===== src/rtl/vga_pkg.sv =====
// Shared VGA timing types and 640x480@60 default constants.
package vga_pkg;

  typedef enum logic [1:0] {ACT, FP, SYN, BP} phase_e;

  localparam int VGA_H_ACTIVE = 640;
  localparam int VGA_H_FP     = 16;
  localparam int VGA_H_SYNC   = 96;
  localparam int VGA_H_BP     = 48;
  localparam int VGA_V_ACTIVE = 480;
  localparam int VGA_V_FP     = 10;
  localparam int VGA_V_SYNC   = 2;
  localparam int VGA_V_BP     = 33;

  // Phase that owns the final count of an axis (empty trailing phases skipped).
  function automatic phase_e last_phase(int act_len, int fp_len, int syn_len, int bp_len);
    if (bp_len > 0)       return BP;
    else if (syn_len > 0) return SYN;
    else if (fp_len > 0)  return FP;
    else                  return ACT;
  endfunction

endpackage


===== src/rtl/vga_timing_gen_if.sv =====
// Timing outputs of the generator as seen by a pixel pipeline.
interface vga_timing_gen_if;
  logic [11:0]          pixel_cnt;
  logic [11:0]          line_cnt;
  logic                 h_sync;
  logic                 v_sync;
  logic                 video_on;
  logic                 line_start;
  logic                 frame_start;
  vga_pkg::phase_e      h_phase;
  vga_pkg::phase_e      v_phase;

  modport master (output pixel_cnt, line_cnt, h_sync, v_sync, video_on,
                  line_start, frame_start, h_phase, v_phase);
  modport slave  (input  pixel_cnt, line_cnt, h_sync, v_sync, video_on,
                  line_start, frame_start, h_phase, v_phase);
endinterface


===== src/rtl/vga_axis_counter.sv =====
// One timing axis: wrap-by-compare counter plus ACT/FP/SYN/BP phase FSM.
module vga_axis_counter
  import vga_pkg::*;
#(
  parameter int ACT_LEN = 640,
  parameter int FP_LEN  = 16,
  parameter int SYN_LEN = 96,
  parameter int BP_LEN  = 48
) (
  input  logic        rfr_clk,
  input  logic        reset,
  input  logic        adv,
  output logic [11:0] cnt,
  output phase_e      phase,
  output phase_e      phase_nxt,
  output logic        wrap
);

  localparam int          TOTAL  = ACT_LEN + FP_LEN + SYN_LEN + BP_LEN;
  localparam logic [11:0] LAST   = 12'(TOTAL - 1);
  localparam logic [11:0] B_FP   = 12'(ACT_LEN);
  localparam logic [11:0] B_SYN  = 12'(ACT_LEN + FP_LEN);
  localparam logic [11:0] B_BP   = 12'(ACT_LEN + FP_LEN + SYN_LEN);
  localparam phase_e      RST_PH = last_phase(ACT_LEN, FP_LEN, SYN_LEN, BP_LEN);

  logic [11:0] cnt_nxt;

  // Terminal count; the caller qualifies it with its own advance.
  assign wrap = (cnt == LAST);

  // Next count and phase. Boundaries that coincide (zero-length phase) are
  // resolved latest-first so an empty phase is never entered.
  always_comb begin
    cnt_nxt   = cnt;
    phase_nxt = phase;
    if (adv) begin
      cnt_nxt = wrap ? 12'd0 : cnt + 12'd1;
      if (cnt_nxt == B_BP && BP_LEN > 0)       phase_nxt = BP;
      else if (cnt_nxt == B_SYN && SYN_LEN > 0) phase_nxt = SYN;
      else if (cnt_nxt == B_FP && FP_LEN > 0)   phase_nxt = FP;
      else if (cnt_nxt == 12'd0 && ACT_LEN > 0) phase_nxt = ACT;
    end
  end

  // State register; reset parks on the last position so the first advance lands on 0.
  always_ff @(posedge rfr_clk) begin
    if (reset) begin
      cnt   <= LAST;
      phase <= RST_PH;
    end else begin
      cnt   <= cnt_nxt;
      phase <= phase_nxt;
    end
  end

endmodule


===== src/rtl/vga_timing_gen.sv =====
// VGA raster timing: horizontal and vertical axis counters with registered,
// position-aligned sync, blanking and start-pulse outputs.
module vga_timing_gen
  import vga_pkg::*;
#(
  parameter int   H_ACTIVE = VGA_H_ACTIVE,
  parameter int   H_FP     = VGA_H_FP,
  parameter int   H_SYNC   = VGA_H_SYNC,
  parameter int   H_BP     = VGA_H_BP,
  parameter int   V_ACTIVE = VGA_V_ACTIVE,
  parameter int   V_FP     = VGA_V_FP,
  parameter int   V_SYNC   = VGA_V_SYNC,
  parameter int   V_BP     = VGA_V_BP,
  parameter logic SYNC_POL = 1'b0
) (
  input  logic             rfr_clk,
  input  logic             reset,
  input  logic             en,
  vga_timing_gen_if.master vid
);

  localparam int H_TOTAL = H_ACTIVE + H_FP + H_SYNC + H_BP;
  localparam int V_TOTAL = V_ACTIVE + V_FP + V_SYNC + V_BP;

  if (H_TOTAL > 4096 || H_TOTAL < 1) begin : g_bad_h_total
    $error("vga_timing_gen: H_TOTAL must be 1..4096");
  end
  if (V_TOTAL > 4096 || V_TOTAL < 1) begin : g_bad_v_total
    $error("vga_timing_gen: V_TOTAL must be 1..4096");
  end

  logic [11:0] h_cnt, v_cnt;
  phase_e      h_ph, h_ph_nxt, v_ph, v_ph_nxt;
  logic        h_wrap, v_wrap, v_adv;
  logic        hs_q, vs_q, von_q, ls_q, fs_q;

  // Lines advance on the same edge the pixel counter wraps.
  assign v_adv = h_wrap & en;

  vga_axis_counter #(
    .ACT_LEN(H_ACTIVE), .FP_LEN(H_FP), .SYN_LEN(H_SYNC), .BP_LEN(H_BP)
  ) u_h (
    .rfr_clk(rfr_clk), .reset(reset), .adv(en),
    .cnt(h_cnt), .phase(h_ph), .phase_nxt(h_ph_nxt), .wrap(h_wrap)
  );

  vga_axis_counter #(
    .ACT_LEN(V_ACTIVE), .FP_LEN(V_FP), .SYN_LEN(V_SYNC), .BP_LEN(V_BP)
  ) u_v (
    .rfr_clk(rfr_clk), .reset(reset), .adv(v_adv),
    .cnt(v_cnt), .phase(v_ph), .phase_nxt(v_ph_nxt), .wrap(v_wrap)
  );

  // Decodes are registered from next-state so they line up with the counters.
  always_ff @(posedge rfr_clk) begin
    if (reset) begin
      hs_q  <= ~SYNC_POL;
      vs_q  <= ~SYNC_POL;
      von_q <= 1'b0;
      ls_q  <= 1'b0;
      fs_q  <= 1'b0;
    end else begin
      hs_q  <= (h_ph_nxt == SYN) ? SYNC_POL : ~SYNC_POL;
      vs_q  <= (v_ph_nxt == SYN) ? SYNC_POL : ~SYNC_POL;
      von_q <= (h_ph_nxt == ACT) && (v_ph_nxt == ACT);
      ls_q  <= en & h_wrap;
      fs_q  <= en & h_wrap & v_wrap;
    end
  end

  assign vid.pixel_cnt   = h_cnt;
  assign vid.line_cnt    = v_cnt;
  assign vid.h_phase     = h_ph;
  assign vid.v_phase     = v_ph;
  assign vid.h_sync      = hs_q;
  assign vid.v_sync      = vs_q;
  assign vid.video_on    = von_q;
  assign vid.line_start  = ls_q;
  assign vid.frame_start = fs_q;

endmodule

===== src/flat_wrapper.sv =====
// flat-port wrapper written by rule: the top's interface ports become plain ports
module vga_timing_gen_flat import vga_pkg::*;
#(
  parameter int   H_ACTIVE = VGA_H_ACTIVE,
  parameter int   H_FP     = VGA_H_FP,
  parameter int   H_SYNC   = VGA_H_SYNC,
  parameter int   H_BP     = VGA_H_BP,
  parameter int   V_ACTIVE = VGA_V_ACTIVE,
  parameter int   V_FP     = VGA_V_FP,
  parameter int   V_SYNC   = VGA_V_SYNC,
  parameter int   V_BP     = VGA_V_BP,
  parameter logic SYNC_POL = 1'b0
)
  (rfr_clk, reset, en, vid_pixel_cnt, vid_line_cnt, vid_h_sync, vid_v_sync, vid_video_on, vid_line_start, vid_frame_start, vid_h_phase, vid_v_phase);
  vga_timing_gen_if vid_i ();
  input  logic rfr_clk;
  input  logic reset;
  input  logic en;
  output wire logic [$bits(vid_i.pixel_cnt)-1:0] vid_pixel_cnt;
  output wire logic [$bits(vid_i.line_cnt)-1:0] vid_line_cnt;
  output wire logic [$bits(vid_i.h_sync)-1:0] vid_h_sync;
  output wire logic [$bits(vid_i.v_sync)-1:0] vid_v_sync;
  output wire logic [$bits(vid_i.video_on)-1:0] vid_video_on;
  output wire logic [$bits(vid_i.line_start)-1:0] vid_line_start;
  output wire logic [$bits(vid_i.frame_start)-1:0] vid_frame_start;
  output wire logic [$bits(vid_i.h_phase)-1:0] vid_h_phase;
  output wire logic [$bits(vid_i.v_phase)-1:0] vid_v_phase;
  assign vid_pixel_cnt = vid_i.pixel_cnt;
  assign vid_line_cnt = vid_i.line_cnt;
  assign vid_h_sync = vid_i.h_sync;
  assign vid_v_sync = vid_i.v_sync;
  assign vid_video_on = vid_i.video_on;
  assign vid_line_start = vid_i.line_start;
  assign vid_frame_start = vid_i.frame_start;
  assign vid_h_phase = vid_i.h_phase;
  assign vid_v_phase = vid_i.v_phase;
  vga_timing_gen #(.H_ACTIVE(H_ACTIVE), .H_FP(H_FP), .H_SYNC(H_SYNC), .H_BP(H_BP), .V_ACTIVE(V_ACTIVE), .V_FP(V_FP), .V_SYNC(V_SYNC), .V_BP(V_BP), .SYNC_POL(SYNC_POL)) u_core (.rfr_clk(rfr_clk), .reset(reset), .en(en), .vid(vid_i));
endmodule

===== config.mk =====
export PLATFORM = sky130hd
export DESIGN_NAME = vga_timing_gen_flat
export DESIGN_NICKNAME = d
export VERILOG_FILES = /design/src/rtl/vga_pkg.sv /design/src/rtl/vga_timing_gen_if.sv /design/src/rtl/vga_axis_counter.sv /design/src/rtl/vga_timing_gen.sv /design/src/flat_wrapper.sv
export SDC_FILE = /design/constraint.sdc
export NUM_CORES = 1
export LEC_CHECK = 0
export BUFFER_PORTS_ARGS = -buffer_cell sky130_fd_sc_hd__buf_2
export CORE_ASPECT_RATIO = 0.75
export CORE_MARGIN = 2
export CORE_UTILIZATION = 51
export DETAILED_ROUTE_END_ITERATION = 12
export PLACE_DENSITY = 0.76
export REMOVE_ABC_BUFFERS = 1
export SYNTH_ARGS = -nofsm -noshare
export SYNTH_HDL_FRONTEND = slang
export SYNTH_HIERARCHICAL = 1
export SYNTH_SLANG_ARGS = --single-unit

===== constraint.sdc =====
create_clock -name rfr_clk -period 2.85 [get_ports rfr_clk]
set_input_delay 0.285 -clock rfr_clk [delete_from_list [all_inputs] [get_ports rfr_clk]]
set_output_delay 0.285 -clock rfr_clk [all_outputs]
set_load 0.005 [all_outputs]

# Word level (Yosys, flattened, before mapping)

Index checks and enable logic that the tools add are counted.

Register bits: 33
Latch bits: 0
Memory bits (writable): 0
Memory bits (read-only): 0
Output and inout bits: 33
Word-level logic and storage cells: 42
Memories kept: 0

Add/sub/neg operators: 2
Multiply operators: 0
Divide/modulo/power cells: 0
Order comparisons: 0
Equality and inequality tests: 10
Shift-type cells: 0
Muxes and demuxes: 14
Bitwise operators: 2
Reduce and logical (&&, ||, !) cells: 5

Operator list:

| operator                                               | count |
|---|---|
| equality test 12 x 10 -> 1 bit (second input constant) | 5 |
| equality test 12 x 9 -> 1 bit (second input constant)  | 3 |
| adder 12 x 1 -> 12 bit (second input constant)         | 2 |
| zero test 12 bit                                       | 2 |
| two-way mux 12 bit                                     | 2 |
| two-way mux 2 bit                                      | 10 |
| equality test 2 bit (second input constant)            | 2 |
| zero test 2 bit                                        | 2 |
| bitwise AND 1 bit                                      | 2 |
| two-way mux 1 bit                                      | 2 |
| logical AND 1 bit                                      | 1 |

# Depth between registers and ports, before layout

Gate-level depths: netlist of run 1.

Word-level depth: 10
Depth in mapped cells: 11
Depth with buffers taken out: 10

# Hierarchy

The synthesis of run 1 kept the hierarchy.

By module, submodules not included:

| module                         | instances | cells each | area an instance (µm²) | seq. area each (µm²) |
|---|---|---|---|---|
| vga_axis_counter at u_core.u_v | 1         | 144        | 1139.8                 | 280.3 |
| vga_axis_counter at u_core.u_h | 1         | 127        | 1061.0                 | 280.3 |
| vga_timing_gen                 | 1         | 13         | 143.9                  | 100.1 |

# Worst setup path before layout of run 1

OpenSTA, ideal clock, no wires.

Path type: reg2reg
Start: reg u_core.u_h.cnt[6]
End: reg u_core.vs_q (netlist: u_core/vid.v_sync)
Data arrival time: 2.678 ns
Slack: 0.045 ns
Stages on the path, launching flop included: 12
Path through: dfxtp_1 > buf_6 > or4_4 > nor4_4 > nand2_1 > inv_1 > clkbuf_1 > nand3_1 > a21oi_1 > nand3_1 > o21ai_1 > or3b_1

Longest elaborated chain between the ends: 5

RTL lines:

| what                           | line                   | RTL |
|---|---|---|
| from (decl)                    | vga_axis_counter.sv:13 | `output logic [11:0] cnt,` |
| from (signal assigned)         | vga_axis_counter.sv:51 | `cnt <= cnt_nxt;` |
| equality test 12 x 10 -> 1 bit | vga_axis_counter.sv:29 | `assign wrap = (cnt == LAST);` |
| via u_core.h_wrap              | vga_timing_gen.sv:34   | `logic h_wrap, v_wrap, v_adv;` |
| bitwise AND 1 bit              | vga_timing_gen.sv:38   | `assign v_adv = h_wrap & en;` |
| via u_core.v_adv               | vga_timing_gen.sv:34   |  |
| two-way mux 2 bit              | vga_axis_counter.sv:36 | `if (adv) begin` |
| via u_core.v_ph_nxt[1]         | vga_timing_gen.sv:33   | `phase_e h_ph, h_ph_nxt, v_ph, v_ph_nxt;` |
| equality test 2 bit            | vga_timing_gen.sv:64   | `vs_q <= (v_ph_nxt == SYN) ? SYNC_POL : ~SYNC_POL;` |
| two-way mux 1 bit              | vga_timing_gen.sv:64   |  |
| to (signal assigned)           | vga_timing_gen.sv:58   | `vs_q <= ~SYNC_POL;` |
| to (signal assigned)           | vga_timing_gen.sv:64   |  |
| to (decl)                      | vga_timing_gen.sv:35   | `logic hs_q, vs_q, von_q, ls_q, fs_q;` |

The timed path passes the listed nets, and every way through them passes these cells.
A chain may end at the register's enable or synchronous reset.

# Worst setup path after layout of run 1

Start: reg u_core.u_h.cnt[7]
End: reg u_core.von_q (netlist: u_core/vid.video_on)

Longest elaborated chain between the ends: 10

RTL lines:

| what                                                                            | line                                           | RTL |
|---|---|---|
| adder 12 x 1 -> 12 bit / equality test 12 x 10 -> 1 bit (equally long branches) | vga_axis_counter.sv:37, vga_axis_counter.sv:29 |  |
| two-way mux 12 bit (*)                                                          | vga_axis_counter.sv:37                         | `cnt_nxt = wrap ? 12'd0 : cnt + 12'd1;` |
| zero test 12 bit                                                                | vga_axis_counter.sv:41                         | `else if (cnt_nxt == 12'd0 && ACT_LEN > 0) phase_nxt = ACT;` |
| two-way mux 2 bit                                                               | vga_axis_counter.sv:41                         |  |
| two-way mux 2 bit                                                               | vga_axis_counter.sv:40                         | `else if (cnt_nxt == B_FP && FP_LEN > 0) phase_nxt = FP;` |
| two-way mux 2 bit                                                               | vga_axis_counter.sv:39                         | `else if (cnt_nxt == B_SYN && SYN_LEN > 0) phase_nxt = SYN;` |
| two-way mux 2 bit (*)                                                           | vga_axis_counter.sv:38                         | `if (cnt_nxt == B_BP && BP_LEN > 0) phase_nxt = BP;` |
| two-way mux 2 bit (*)                                                           | vga_axis_counter.sv:36                         |  |
| via u_core.h_ph_nxt[0]                                                          | vga_timing_gen.sv:33                           |  |
| zero test 2 bit (*)                                                             | vga_timing_gen.sv:65                           | `von_q <= (h_ph_nxt == ACT) && (v_ph_nxt == ACT);` |
| logical AND 1 bit (*)                                                           | vga_timing_gen.sv:65                           |  |
| to (signal assigned)                                                            | vga_timing_gen.sv:65                           |  |
| to (decl)                                                                       | vga_timing_gen.sv:35                           |  |

The timed path passes the listed nets; every way through them passes the cells marked *.

==> metrics.csv, run 1 <==
metric,value,unit
fmax,380.3,MHz
timing.hold.worst.class,in2reg,
gp_congestion,0.8948,
peakVddDrop,0.0002707,V
period_share,92.26,%
synth_area,2345,um^2
power,1.354,mW
muxShareOfSynthArea,1.708,%
ant_nets,0,
ioPinCount,36,
track_usage,22.60,%
start_kind,flop,
rows,21,
cts_buffer_depth,2,
yosys_warnings,6,
drt-initial-drc-count,199,
cp_max_fo,5,
cts.sinks,33,
io_buffers,35,
core,4441,um^2
r2r-start,u_core/u_h/cnt[7],
grt_pass1_wl,9246,um
setup_violations,0,
grt_max_degree,22,
finalSetupTns,0,ps
yosysUniqueCellTypes,67,
min-delay-start,reset,
cp-end-kind,flop,
clk_latency,280,ps
ys.flop_type,dfxtp_1,
postSynthAreaPerCell,8.256,um^2
synthArstFlopShare,0,%
clk_pin_slew,70,ps
syn2layout_area_growth,10.83,%
wire_per_inst,14.77,um
preCtsSetupSlack,231.6,ps
grt_pass1_vias,1915,
finalCriticalPeriod,2629,ps
worst_slack,220.6,ps
relSlewSlack,69.57,%
synth-xor-area-share,7.844,%
cap_violations,0,
synth_seq_area_share,28.18,%
p_per_area,521.1,nW/um^2
synth_fa_ha_area_share,2.134,%
worst_pin_slew,455.8,ps
crit_type,reg2reg,
synth-simple-area-share,34.15,%
num_vias,2196,
skew,4.098,ps
synth_top_family_by_area,simple AND/OR/NAND/NOR gates,
drv_slew,0,
required,3030,ps
remaining_drc_errors,0,
drive_above_1_share,23.97,%
critical_path_arrival,2810,ps
dp_hpwl,3912,um
cts_made_buffers,5,
hold_viol,0,
r2r_cells,9,
fp.dieW,82.30,um
diodes,0,
yosysTopAreaCell,dfxtp_1,
leakagePower,1.052,nW
ys_top_cells_by_area,"dfxtp_1 28%, nor2_1 5.0%, xnor2_1 4.1%",
status,finished clean,
crit_path_start,u_core/u_h/cnt[7],
dieArea,5162,um^2
final_nets,323,
synthCells,284,
synth_compound_area_share,17.88,%
die_y,62.72,um
wl,5524,um
holdPathStages,2,
synth_edf_count,0,
synth_top_area_share,28.18,%
start_util,52.80,%
htreeDepth,2,
rsz0062_at_grt,false,
whs,424.5,ps
via_per_inst,5.872,
filler_cell_count,396,
root_buffer,clkbuf_8,
drt_first_pass_iters,4,
postCtsSetupBuffers,0,
yosys_register_bits,33,
overflow,0,
cts_tree,built,
antenna_found_initial,0,
-- metrics by stage --
| step | instance area [um^2] | instances | utilization (%) |
|---|---|---|---|
| global placement | 2517 | 366 | 56.69 |
| finish | 2599 | 374 | 58.52 |
| global route | 2599 | 374 | 58.52 |
| detailed placement | 2517 | 366 | 56.69 |
| CTS | 2597 | 374 | 58.50 |
| floorplan | 2188 | 263 | - |
-- worst paths after layout --
kind                                            end  slack, ps
worst min register to register    u_core/u_h/cnt[0]        520
worst max register to register  u_core/vid.video_on        220
worst max-delay path            u_core/vid.video_on        220
worst min-delay path              u_core/u_v/cnt[4]        420
-- metal layers --
metal | global-route usage [%] | part of all wire (%)
met2 | 30.44 | 42
met4 | 4.792 | 0.29
met5 | 0 | 0
met3 | 5.202 | 7.8
met1 | 35.90 | 50
-- state kept, by name (all words and copies together), names as in the netlist --
name and flops:
u_core/vid.line_start 1, u_core/vid.video_on 1, u_core/vid.frame_start 1, u_core/u_v/cnt 12, u_core/u_v/phase 2, u_core/u_h/cnt 12
u_core/vid.v_sync 1, u_core/u_h/phase 2, u_core/vid.h_sync 1
-- worst max-delay path: stages, from the launching register on --
cell and delay (ps):
dfxtp_1 370, or4_4 570, or4_4 490, o311ai_2 130
o211ai_1 220, nor2_1 160, o21a_2 160, nor3_1 50
nor2_1 140, nor4b_1 240
-- synth_stat cells (all sizes together) (2+ instances only) --
library cell	number
clkbuf	4
o31ai	4
dfxtp	33
a31o	2
nor4b	3
mux2i	4
buf	17
a21oi	9
nor3	15
nor2	31
nand3	17
inv	9
nand2	25
nor3b	5
and3b	2
o211ai	4
a211oi	2
xnor2	11
ha	4
nand4	7
xor2	10
nor4	3
o22ai	2
nand3b	3
a31oi	4
o21ai	18
and3	7
nor2b	2
or3	4
or4	2
and2	3
-- cell families after synthesis --
logic type / after synthesis
compound gates: 56
simple gates: 136
xor+xnor: 21
buf+inv: 30
fa+ha+maj: 4
flops: 33
mux: 4
-- cell usage in the layout (no fill, tap or decap), types with 3 or more instances in the layout --
master / Yosys / final
buf_2: 5 / 35
nor2_1: 31 / 31
o31ai_1: 3 / 3
clkbuf_1: 4 / 3
nand3b_1: 3 / 3
nor3b_1: 5 / 5
o21ai_0: 13 / 13
ha_1: 4 / 4
xor2_1: 10 / 10
or3_1: 3 / 3
clkbuf_8: 0 / 5
a21oi_1: 9 / 9
and3_1: 5 / 5
dfxtp_1: 33 / 32
o21ai_1: 5 / 5
nand3_1: 16 / 16
buf_4: 5 / 11
xnor2_1: 11 / 11
nand4_1: 6 / 6
inv_1: 9 / 9
a31oi_1: 3 / 3
nand2_1: 24 / 24
mux2i_1: 4 / 4
nor3_1: 14 / 14
o211ai_1: 4 / 4
-- final cells by class --
class	count	area [um^2]	share of cell area, %
inverter	9	33.78	1.300
multi-input combinational	221	1494	57.49
clock buffer	8	80.08	3.081
tap	57	71.32	2.744
timing repair buffer	46	257.7	9.918
sequential	33	661.9	25.47
-- what timing repair did --
item | 4_1_cts | 5_1_grt
setup endpoints to repair | 0 | 1
hold buffers | 0 | 0
hold endpoints to repair | 0 | 0
gates resized for setup | 0 | 1
-- power by group --
part	switching (mW)	internal, mW
registers	0.0492	0.494
logic	0.266	0.203
clock network	0.168	0.174
Power figures use the tool's default switching activity.
==> run 2: changes to the inputs <==
CORE_UTILIZATION = 53   (was 51)
CTS_BUF_LIST = sky130_fd_sc_hd__clkbuf_4   (was default)
PLACE_DENSITY = 0.78   (was 0.76)
==> run 2 against run 1 <==
Via count shrank 1.5%. Clock skew grew 7.4 ps. Hold slack lost 78 ps. Combinational power grew 2%. Final cell count grew 0.27%. Core utilization grew 3.9 points. Register-to-register slack is essentially flat. Global-route usage grew 0.49 points. Largest cell class unchanged. Highest routed layer unchanged.
==> metrics.csv, run 2 (synthesis results as in run 1) <==
metric,value,unit,change
filler_cell_count,389,,was 396
critPathSlowestCell,or4_4,,unchanged
fp.dieW,80.81,um,was 82.30 um
htreeDepth,2,,unchanged
drt_first_pass_iters,4,,unchanged
cp-end-kind,flop,,unchanged
final_nets,326,,was 323
timing.hold.worst.class,in2reg,,unchanged
clk_pin_slew,110,ps,was 70 ps
overflow,0,,unchanged
cts_resized,0,,unchanged
diodes,0,,unchanged
fmax,382.5,MHz,was 380.3 MHz
clk_latency,340,ps,was 280 ps
reg_top3,"u_core/u_h/cnt: 12 flops, u_core/u_v/cnt: 12 flops",,unchanged
grt_pass1_vias,1804,,was 1915
mostFrequentLayoutCell,buf_2,,unchanged
finalCriticalPeriod,2615,ps,was 2629 ps
cp_max_fo,5,,unchanged
dp_hpwl,3984,um,was 3912 um
multi_input_area,1494,um^2,unchanged
area.sequential,660.6,um^2,was 661.9 um^2
start_kind,flop,,unchanged
num_vias,2163,,was 2196
finalSetupTns,0,ps,unchanged
r2r_cells,9,,unchanged
status,finished clean,,unchanged
remaining_drc_errors,0,,unchanged
drive_above_1_share,25.31,%,was 23.97%
cts_buffer_depth,2,,unchanged
cts_made_buffers,5,,unchanged
io_buffers,35,,unchanged
grt_pass1_wl,8790,um,was 9246 um
fin_util,62.41,%,was 58.52%
via_per_inst,5.768,,was 5.872
ff2ff_setup_slack,240,ps,was 220 ps
ioPinCount,36,,unchanged
grt_max_degree,22,,unchanged
p_per_area,496.4,nW/um^2,was 521.1 nW/um^2
wl,5437,um,was 5524 um
layout_common_cells,"35 x buf_2, 33 x dfxtp_1, 31 x nor2_1, 24 x nand2_1, 16 x nand3_1",,"was 35 x buf_2, 32 x dfxtp_1, 31 x nor2_1, 24 x nand2_1, 16 x nand3_1"
setup_violations,0,,unchanged
ant_nets,0,,unchanged
cpPeakStageDelay,560,ps,was 570 ps
worst_pin_slew,434.4,ps,was 455.8 ps
gp_congestion,0.8971,,was 0.8948
track_usage,23.09,%,was 22.60%
cap_violations,0,,unchanged
cts_tree,built,,unchanged
crit_type,reg2reg,,unchanged
root_buffer,clkbuf_4,,was clkbuf_8
start_util,56.45,%,was 52.80%
drt-initial-drc-count,172,,was 199
critical_path_arrival,2870,ps,was 2810 ps
cts.sinks,33,,unchanged
core,4154,um^2,was 4441 um^2
path_cells,"or4_4, or4_4, o311ai_2, o211ai_1, nor2_1, o21a_2, nor3_1, nor2_1, nor4b_1",,unchanged
hold_viol,0,,unchanged
dieArea,4978,um^2,was 5162 um^2
holdPathStages,2,,unchanged
required,3100,ps,was 3030 ps
wire_per_inst,14.50,um,was 14.77 um
die_y,61.60,um,was 62.72 um
drv_slew,0,,unchanged
rsz0062_at_grt,false,,unchanged
rows,20,,was 21
ctsHoldBuffers,0,,unchanged
skew,11.50,ps,was 4.098 ps
antenna_found_initial,0,,unchanged
leakagePower,1.063,nW,was 1.052 nW
relSlewSlack,70.73,%,was 69.57%
syn2layout_area_growth,10.57,%,was 10.83%
period_share,91.74,%,was 92.26%
peakVddDrop,0.0002627,V,was 0.0002707 V
-- run 2: changes by cell type in the layout (fill, tap and decap cells not counted) --
cell / before / now
clkbuf_1: 3 / 0
clkinv_2: 0 / 2
clkbuf_8: 5 / 0
clkbuf_4: 0 / 6
dfxtp_2: 1 / 0
buf_4: 11 / 14
dfxtp_1: 32 / 33
-- run 2: per-stage QoR --
| step | hold WS, ps | total power, mW | instance area (um^2) | std cells | setup slack (ps) |
|---|---|---|---|---|---|
| 2_1_floorplan | 354.1 | 0.8645 | 2188 | 263 | 27.31 |
| 3_3_place_gp | 525.1 | 1.006 | 2530 | 366 | 351.5 |
| 3_5_place_dp | 543.0 | 1.016 | 2530 | 366 | 255.9 |
| 4_1_cts | 350.3 | 1.280 | 2585 | 374 | 237.5 |
| 5_1_grt | 358.3 | 1.363 | 2592 | 375 | 11.06 |
| 6_report | 346.9 | 1.287 | 2592 | 375 | 235.4 |
-- run 2: layer usage --
layer / vias to the layer above / global-route usage [%] / routed length, um
met1: 1001 / 35.78 / 2796
li1: 1093 / - / -
met3: 4 / 5.132 / 384
met4: 0 / 6.295 / 44
met2: 65 / 31.76 / 2212
met5: - / 0 / 0
-- run 2: worst paths after layout --
check	from	endpoint
worst max-delay path	u_core/u_h/cnt[7]	u_core/vid.video_on
worst min-delay path	reset	u_core/u_v/cnt[7]
worst max register to register	u_core/u_h/cnt[7]	u_core/vid.video_on
worst min register to register	u_core/u_v/cnt[9]	u_core/u_v/cnt[9]
-- run 2: critical path: cells and delay by family (launching register included) --
family           cells  cell delay [ps]
flip-flops           1              370
AND/OR/NAND/NOR      6             1640
AO/OA/AOI/OAI        3              530
-- run 2: final cells by class --
cell class,count,share of cell area (%)
Timing Repair Buffer,49,10.81
Sequential cell,33,25.48
Clock inverter,2,0.3861
Multi-Input combinational cell,221,57.63
Clock buffer,6,1.737
Tap cell,55,2.654
Inverter,9,1.303
-- run 2: repair_timing --
| item | 4_1_cts | 5_1_grt |
|---|---|---|
| setup buffers | 0 | 1 |
| setup endpoints to repair | 0 | 1 |
| hold endpoints to repair | 0 | 0 |
-- run 2: power breakdown --
group	total, mW	switching, mW	leakage [nW]	internal, mW
combinational	0.480	0.271	0.759	0.209
clock	0.267	0.163	0.0354	0.103
sequential	0.541	0.0468	0.269	0.494
==> run 3: changes to the inputs <==
CORE_MARGIN = 3   (was 2)
SLEW_MARGIN = 10   (was default)
==> run 3 against run 2 <==
Clock-buffer cell count decreased by 1. Sequential power increased by 2%. Register-to-register slack worse by 30 ps. Fmax is 0.97% lower. Clock skew is 4.3 ps higher. Critical path type unchanged.
==> metrics.csv, run 3 (synthesis results as in run 1) <==
metric,value,unit,change
dp_hpwl,3846,um,was 3984 um
cts_made_buffers,5,,unchanged
io_buffers,35,,unchanged
skew,15.83,ps,was 11.50 ps
holdPathStages,2,,unchanged
cts.sinks,33,,unchanged
fin_util,62.23,%,was 62.41%
fmax,378.8,MHz,was 382.5 MHz
diodes,0,,unchanged
timing.hold.worst.class,in2reg,,unchanged
start_util,56.45,%,unchanged
reg_top3,"u_core/u_h/cnt: 12 flops, u_core/u_v/cnt: 12 flops",,unchanged
ant_nets,0,,unchanged
num_vias,2185,,was 2163
rsz0062_at_grt,false,,unchanged
power_frac_comb,36.3,%,was 37.3%
core,4154,um^2,unchanged
p_per_area,493.1,nW/um^2,was 496.4 nW/um^2
drive_above_1_share,25.47,%,was 25.31%
dp.cells,364,,was 366
cp.depth,9,,unchanged
root_buffer,clkbuf_4,,unchanged
hold_viol,0,,unchanged
drt_first_pass_iters,5,,was 4
syn2layout_area_growth,10.25,%,was 10.57%
wl,5410,um,was 5437 um
grt_pass1_vias,1922,,was 1804
sequentialPowerShare,43.2,%,was 42.0%
fin_area,2585,um^2,was 2592 um^2
required,3120,ps,was 3100 ps
status,finished clean,,unchanged
p_switching,0.4836,mW,was 0.4810 mW
critPathSlowestCell,or4_4,,unchanged
cp-end-kind,flop,,unchanged
clk_latency,340,ps,about the same
power,1.275,mW,was 1.287 mW
ioPinCount,36,,unchanged
final_nets,324,,was 326
grt_pass1_wl,9266,um,was 8790 um
relSlewSlack,69.09,%,was 70.73%
via_per_inst,5.858,,was 5.768
period_share,92.64,%,was 91.74%
crit_type,reg2reg,,unchanged
placed_area,2515,um^2,was 2530 um^2
drv_slew,0,,unchanged
finalCriticalPeriod,2640,ps,was 2615 ps
mostFrequentLayoutCell,buf_2,,unchanged
critical_path_arrival,2910,ps,was 2870 ps
filler_cell_count,411,,was 389
grt_max_degree,22,,unchanged
track_usage,21.22,%,was 23.09%
fp.dieW,82.81,um,was 80.81 um
peakVddDrop,0.0002837,V,was 0.0002627 V
cts_tree,built,,unchanged
leakagePower,1.050,nW,was 1.063 nW
crit_family,simple AND/OR/NAND/NOR gates,,unchanged
finalSetupTns,0,ps,unchanged
worst_slack,209.7,ps,was 235.4 ps
path_cells,"or4_4, or4_4, o311ai_2, o211ai_1, nor2_1, o21a_2, nor3_1, nor2_1, nor4b_2",,"was or4_4, or4_4, o311ai_2, o211ai_1, nor2_1, o21a_2, nor3_1, nor2_1, nor4b_1"
whs,340.2,ps,was 346.9 ps
p_sw_share,37.94,%,was 37.38%
start_kind,flop,,unchanged
dieArea,5266,um^2,was 4978 um^2
preCtsSetupSlack,198.0,ps,was 255.9 ps
die_y,63.60,um,was 61.60 um
cap_violations,0,,unchanged
layout_common_cells,"35 x buf_2, 32 x dfxtp_1, 31 x nor2_1, 24 x nand2_1, 16 x nand3_1",,"was 35 x buf_2, 33 x dfxtp_1, 31 x nor2_1, 24 x nand2_1, 16 x nand3_1"
layout.cells.non_filler,373,,was 375
p_int,0.7912,mW,was 0.8060 mW
cpPeakStageDelay,560,ps,about the same
gp_congestion,0.8919,,was 0.8971
remaining_drc_errors,0,,unchanged
rows,20,,unchanged
multi_input_area,1500,um^2,was 1494 um^2
worst_pin_slew,463.0,ps,was 434.4 ps
drt-initial-drc-count,231,,was 172
cp_max_fo,5,,unchanged
overflow,0,,unchanged
clk_pin_slew,120,ps,was 110 ps
wire_per_inst,14.50,um,about the same
setup_violations,0,,unchanged
r2r_cells,9,,unchanged
critPathBufInv,0,,unchanged
area.sequential,661.9,um^2,was 660.6 um^2
htreeDepth,2,,unchanged
antenna_found_initial,0,,unchanged
cts_buffer_depth,2,,unchanged
clkPwrFrac,20.6,%,was 20.7%
run 3: cell count changes in the layout (fill, tap and decap cells not counted), sizes merged:
cell	previous run	this run
clkinvlp	0	1
clkbuf	6	5
buf	49	47
run 3: final cells by class:
class,instances,share of cell area (%)
multi-input cells,221,58.03
flip-flops and latches,33,25.61
repair buffers,47,10.26
well taps,55,2.662
clock buffers,5,1.452
inverters,9,1.307
clock inverters,3,0.6776
run 3: worst register-to-register path: stages, from the launching register on:
cell and delay (ps):
dfxtp_1 370, or4_4 560, or4_4 500, o311ai_2 130
o211ai_1 250, nor2_1 190, o21a_2 170, nor3_1 50
nor2_1 140, nor4b_2 220
run 3: path summary, 6_finish.rpt:
path | start | end | slack, ps
worst max register to register | u_core/u_h/cnt[7] | u_core/vid.video_on | 210
worst min register to register | u_core/u_v/cnt[9] | u_core/u_v/cnt[9] | 540
worst max-delay path | u_core/u_h/cnt[7] | u_core/vid.video_on | 210
worst min-delay path | reset | u_core/u_v/cnt[8] | 340
run 3: per-layer routing:
layer	global-route usage, %	wire length (um)	part of all wire (%)	up-vias
li1	-	-	-	1086
met1	32.20	2768	51	1016
met2	30.20	2277	42	76
met3	4.183	314	5.8	7
met4	5.306	50	0.92	0
met5	0	0	0	-
run 3: power by group through the flow:
stage               Clock (mW)  Sequential [mW]  Combinational (mW)
global placement             0            0.558               0.444
finish                   0.262            0.550               0.462
detailed placement           0            0.558               0.449
floorplan                    0            0.560               0.305
CTS                      0.276            0.548               0.452
global route             0.295            0.560               0.511
run 3: repair_timing:
item                                    CTS  global route
setup buffers                             0             1
endpoints found under the setup margin    0             1
resized for setup                         0             2
hold buffers                              0             0
